**src/rtl/dmem_arbiter.sv**
```systemverilog
// Data-memory arbiter between the MEM-stage CPU port and a DMA/loader port.
// CPU has priority; a starvation counter and a bounded burst lock keep DMA moving.
module dmem_arbiter #(
  parameter int AW        = 10,
  parameter int DW        = 32,
  parameter int MAX_WAIT  = 4,
  parameter int BURST_MAX = 8
) (
  input  logic          clk,
  input  logic          rst,
  input  logic          cpu_req,
  input  logic          cpu_we,
  input  logic [AW-1:0] cpu_addr,
  input  logic [DW-1:0] cpu_wdata,
  output logic [DW-1:0] cpu_rdata,
  output logic          cpu_stall,
  input  logic          dma_valid,
  input  logic          dma_we,
  input  logic [AW-1:0] dma_addr,
  input  logic [DW-1:0] dma_wdata,
  input  logic          dma_lock,
  output logic          dma_ready,
  output logic [DW-1:0] dma_rdata,
  output logic          dma_rvalid,
  output logic          mem_we,
  output logic [AW-1:0] mem_addr,
  output logic [DW-1:0] mem_wd,
  input  logic [DW-1:0] mem_rd
);

  localparam int WW = $clog2(MAX_WAIT + 1);
  localparam int BW = $clog2(BURST_MAX + 1);

  typedef enum logic {ARB, BURST} state_t;

  state_t        state;
  logic [WW-1:0] wait_cnt;
  logic [BW-1:0] beat_cnt;
  logic [BW-1:0] beat_nxt;
  logic          force_dma;
  logic          grant_dma;
  logic          grant_cpu;

  function automatic logic [WW-1:0] sat_inc(input logic [WW-1:0] v);
    return (v == WW'(MAX_WAIT)) ? v : v + 1'b1;
  endfunction

  // Grant decision: combinational, suppressed entirely while in reset
  always_comb begin
    force_dma = dma_valid && (wait_cnt == WW'(MAX_WAIT));
    grant_dma = 1'b0;
    grant_cpu = 1'b0;
    if (!rst) begin
      if (state == BURST) begin
        grant_dma = dma_valid;
      end else begin
        grant_dma = force_dma || (dma_valid && !cpu_req);
        grant_cpu = cpu_req && !grant_dma;
      end
    end
  end

  assign beat_nxt  = beat_cnt + 1'b1;
  assign dma_ready = grant_dma;
  assign cpu_stall = cpu_req && !grant_cpu && !rst;
  assign mem_we    = grant_dma ? dma_we : (grant_cpu && cpu_we);
  assign mem_addr  = grant_dma ? dma_addr : cpu_addr;
  assign mem_wd    = grant_dma ? dma_wdata : cpu_wdata;
  assign cpu_rdata = mem_rd;

  // State, counters and DMA read-return register
  always_ff @(posedge clk) begin
    if (rst) begin
      state      <= ARB;
      wait_cnt   <= '0;
      beat_cnt   <= '0;
      dma_rdata  <= '0;
      dma_rvalid <= 1'b0;
    end else begin
      dma_rvalid <= grant_dma && !dma_we;
      if (grant_dma && !dma_we) dma_rdata <= mem_rd;
      case (state)
        ARB: begin
          if (grant_dma) begin
            wait_cnt <= '0;
            if (dma_lock && (BURST_MAX > 1)) begin
              state    <= BURST;
              beat_cnt <= BW'(1);
            end
          end else if (cpu_req) begin
            if (dma_valid) wait_cnt <= sat_inc(wait_cnt);
          end else begin
            wait_cnt <= '0;
          end
        end
        BURST: begin
          if (grant_dma) begin
            // The beat that reaches BURST_MAX hands the next arbitration back to the CPU
            if (!dma_lock || (beat_nxt == BW'(BURST_MAX))) begin
              state    <= ARB;
              beat_cnt <= '0;
            end else begin
              beat_cnt <= beat_nxt;
            end
          end else if (!dma_lock) begin
            state    <= ARB;
            beat_cnt <= '0;
          end
        end
        default: state <= ARB;
      endcase
    end
  end

endmodule

```
**config.mk**
```make
export PLATFORM = sky130hd
export DESIGN_NAME = dmem_arbiter
export DESIGN_NICKNAME = d
export VERILOG_FILES = /design/src/rtl/dmem_arbiter.sv
export SDC_FILE = /design/constraint.sdc
export NUM_CORES = 1
export LEC_CHECK = 0
export ABC_CLOCK_PERIOD_IN_PS = 2800
export CAP_MARGIN = 30
export CORE_AREA = 2 2 93 95
export CTS_CLUSTER_SIZE = 24
export DETAILED_ROUTE_END_ITERATION = 12
export DIE_AREA = 0 0 95 97
export MAX_ROUTING_LAYER = met4
export PLACE_DENSITY = 0.8
export SLEW_MARGIN = 30
export SYNTH_ARGS = -nofsm -noshare
export SYNTH_HDL_FRONTEND = slang
export SYNTH_SLANG_ARGS = --single-unit
```
**constraint.sdc**
```tcl
create_clock -name clk -period 2.8 [get_ports clk]
set_clock_uncertainty 0.1 [all_clocks]
set_input_delay 0.56 -clock clk [delete_from_list [all_inputs] [get_ports clk]]
set_output_delay 0.56 -clock clk [all_outputs]
set_load 0.01 [all_outputs]
```
==> results_dict.tcl <==
set metrics [dict create \
    drt-total-wl_mm 9.14 \
    ioPinCount 233 \
    drt_pre_antenna_iters 4 \
    clock_latency_of_the_later_clocked_register_in_the_worst_skew_pair_ns 0.28 \
    antenna_found_initial 0 \
    syn_inst 293 \
    syn_to_final_growth_pct 97.2 \
    timing.critical_path.from "cpu_req" \
    die_w_um 95 \
    result_of_the_run "finished clean" \
    synth-compound-area-share 0.138 \
    m1WireLength_mm 3.55 \
    ctsHoldBuffers 0 \
    asyncSetResetFlopFracSynth 0 \
    finalHoldViolations 0 \
    worst_pin_slew_ns 0.325 \
    ys_ff_latch 41 \
    final_design_area_no_fill_um2 4850 \
    remaining_drc_errors 0 \
    synth.largest_area_cell "sky130_fd_sc_hd__dfxtp_1" \
    layout_worst_path_cycle_share 0.977 \
    ff2ff_path_depth 8 \
    synth_commonest_cells "sky130_fd_sc_hd__nand2_1, sky130_fd_sc_hd__dfxtp_1, sky130_fd_sc_hd__a21oi_1" \
    setup_viol 0 \
    grt_start_max_net_pins 40 \
    part_of_the_yosys_area_used_for_sequential_elements 0.334 \
    cts_tree "done" \
    finalWeightedCongestion 0.835 \
    critPathLaunchType "input pin" \
    wl_met3_um 532 \
    clock_tree.root_cell "sky130_fd_sc_hd__clkbuf_8" \
    synth-edff-count 0 \
    row_count 33 \
    setup_crit_end "mem_we" \
    peakVddDrop_mv 0.179 \
    initial_utilization 0.303 \
    floorplan.die_area_um2 9220 \
    synthesis.area_um2 2460 \
    post_synth_fa_ha_maj_area_fraction 0.0203 \
    core_region_area_um2 8130 \
    post_synth.cell_area_avg_um2 8.40 \
    grt.total_usage 0.191 \
    dp_worst_setup_slack_ns -0.436 \
    critical_path.reg2reg.endpoint "dma_rdata[3]$_SDFFE_PP0P_" \
    cts_inserted_buffers 5 \
    place_hpwl_mm 7.11 \
    vias_in_the_first_global_route 2777 \
    timing.final.crit_period_ns 2.74 \
    yosys.area.top_type_share 0.334 \
    synth_top_family_by_area "multiplexers" \
    grt_setup_unrepaired "no" \
    power_leakage_nw 1.88 \
    hp-class "reg -> reg" \
    diodes 0 \
    detailed_place.area_um2 4690 \
    cp.arrival_ns 2.08 \
    final_core_util 0.597 \
    die_h_um 97 \
    maxSlewViolCount 0 \
    portBuffers 232 \
    post_route_cells_drive_above_1_share 0.236 \
    detail_route.vias_per_cell 4.57 \
    route.met2.wl_mm 4.93 \
    synthXorXnorAreaFrac 0.00356 \
    clock_sink_count 41 \
    global_route.overflow_total 0 \
    synth.net_count 420 \
    drt.antenna.violating_nets 0 \
    cts_buffer_depth 2 \
    fin_ws_ns 0.0639 \
    worstPathRequired_ns 2.14 \
    fin_nets 630 \
    power_density_over_cell_area_nw_per_um2 319 \
    worst_setup_hold_path_clk_slew_ns 0.08 \
    warnings_from_yosys 0 \
    postSynth.topFlopCell "sky130_fd_sc_hd__dfxtp_1" \
    drt_first_iter_violations 67 \
    maxcap_violations 0 \
    criticalPathCategory "in -> out" \
    max_freq_mhz 365 \
    critical_path.endpoint_type "output port" \
    synthDistinctLibCells 35 \
    worst-r2r-setup-slack_ns 1.12 \
    first_pass_grt_wire_length_mm 13.7 \
    cts-htree-levels 2 \
    path_max_fanout 8 \
    synth.most_common_cell "sky130_fd_sc_hd__nand2_1" \
    place_inst 594 \
    worstReg2RegStart "wait_cnt[1]$_SDFFE_PP0P_" \
    max-slew-margin-rel 0.783 \
    avgRoutedWirePerCell_um 15.0 \
    synth_area_leaders "sky130_fd_sc_hd__dfxtp_1, sky130_fd_sc_hd__mux2_2, sky130_fd_sc_hd__nand2_1" \
    top_signal_layer_used "met4" \
    muxShareOfSynthArea 0.192 \
    synth_simple_gate_area_share 0.166 \
    vias 2784 \
    layoutNonFillerInstCount 609 \
]
layout by cell type (no fill, tap or decap), types with 2 or more instances in the layout:
master and n:
sky130_fd_sc_hd__a211oi_4 2, sky130_fd_sc_hd__a21oi_1 40, sky130_fd_sc_hd__and2_1 2, sky130_fd_sc_hd__and3_1 2
sky130_fd_sc_hd__buf_12 4, sky130_fd_sc_hd__buf_16 3, sky130_fd_sc_hd__buf_2 16, sky130_fd_sc_hd__buf_4 12
sky130_fd_sc_hd__buf_6 14, sky130_fd_sc_hd__clkbuf_2 14, sky130_fd_sc_hd__clkbuf_8 5, sky130_fd_sc_hd__clkdlybuf4s50_1 186
sky130_fd_sc_hd__clkinv_2 2, sky130_fd_sc_hd__dfxtp_1 39, sky130_fd_sc_hd__dfxtp_2 2, sky130_fd_sc_hd__dlygate4sd2_1 4
sky130_fd_sc_hd__ha_1 3, sky130_fd_sc_hd__inv_2 3, sky130_fd_sc_hd__mux2_1 4, sky130_fd_sc_hd__mux2_2 29
sky130_fd_sc_hd__mux2_4 9, sky130_fd_sc_hd__nand2_1 71, sky130_fd_sc_hd__nand2b_1 3, sky130_fd_sc_hd__nand3_1 2
sky130_fd_sc_hd__nand4_1 3, sky130_fd_sc_hd__nor2_1 3, sky130_fd_sc_hd__nor2b_1 4, sky130_fd_sc_hd__o21ai_0 4
sky130_fd_sc_hd__o22ai_1 2
sequential cells by signal (all words and copies together), names as in the netlist:
signal	cells
dma_rdata	32
beat_cnt	4
wait_cnt	3
dma_rvalid	1
state	1
power breakdown:
part | leakage (nW) | switching (W) | internal, W
clock | 0.0439 | 0.000206 | 0.000172
combinational | 1.50 | 0.000200 | 0.000360
sequential | 0.334 | 0.0000105 | 0.000602
layout make-up:
| cell class | instances | area (um^2) |
|---|---|---|
| Timing Repair Buffer | 253 | 2460 |
| Tap cell | 105 | 131 |
| Clock buffer | 5 | 68.8 |
| Clock inverter | 3 | 17.5 |
| Sequential cell | 41 | 823 |
| Fill cell | 700 | 3280 |
| Inverter | 3 | 11.3 |
| Multi-Input combinational cell | 199 | 1340 |
kinds of logic after synthesis:
kind of cell               after synthesis
xor gates and xnor gates                 1
buffers and inverters                   53
AOI/OAI and AO/OA                       57
adders and majority gates                4
muxes                                   42
DFF                                     41
and+or+nand+nor                         95
layer usage:
| metal | vias up | GRT usage |
|---|---|---|
| met4 | 0 | 0.0401 |
| met3 | 10 | 0.0350 |
| met2 | 123 | 0.350 |
| li1 | 1383 | - |
| met5 | - | - |
| met1 | 1268 | 0.212 |
stage by stage:
step / total power, W / setup TNS [ns] / hold WS [ns]
6_report: 0.00155 / 0 / 0.355
3_3_place_gp: 0.00117 / -17.00 / 0.342
4_1_cts: 0.00158 / -0.174 / 0.358
2_1_floorplan: 0.000833 / 0 / 0.348
5_1_grt: 0.00164 / 0 / 0.373
3_5_place_dp: 0.00118 / -17.92 / 0.346
critical path: stages:
cell                              delay, ns
sky130_fd_sc_hd__dlygate4sd2_1         0.25
sky130_fd_sc_hd__nor2b_4               0.14
sky130_fd_sc_hd__buf_4                 0.17
sky130_fd_sc_hd__a21oi_1               0.21
sky130_fd_sc_hd__a32oi_1               0.08
sky130_fd_sc_hd__nor2_1                0.10
sky130_fd_sc_hd__clkdlybuf4s50_1       0.57
worst min-delay path by stage:
stage / startpoint / endpoint / slack (ns) / cells past startpoint
after floorplan: wait_cnt[2]$_SDFFE_PP0P_ / wait_cnt[2]$_SDFFE_PP0P_ / 0.35 / 2
after global placement: dma_rdata[28]$_SDFFE_PP0P_ / dma_rdata[28]$_SDFFE_PP0P_ / 0.34 / 2
after detailed placement: dma_rdata[5]$_SDFFE_PP0P_ / dma_rdata[5]$_SDFFE_PP0P_ / 0.35 / 2
after CTS: dma_rdata[5]$_SDFFE_PP0P_ / dma_rdata[5]$_SDFFE_PP0P_ / 0.36 / 2
after global routing: dma_rdata[1]$_SDFFE_PP0P_ / dma_rdata[1]$_SDFFE_PP0P_ / 0.37 / 2
final: dma_rdata[5]$_SDFFE_PP0P_ / dma_rdata[5]$_SDFFE_PP0P_ / 0.36 / 2
timing repair:
action | CTS | global route
pin swaps | 3 | 0
gates resized for setup | 175 | 22
setup buffers | 4 | 0
setup endpoints to repair | 45 | 25
gates cloned | 3 | 0
Power figures use the tool's default switching activity.
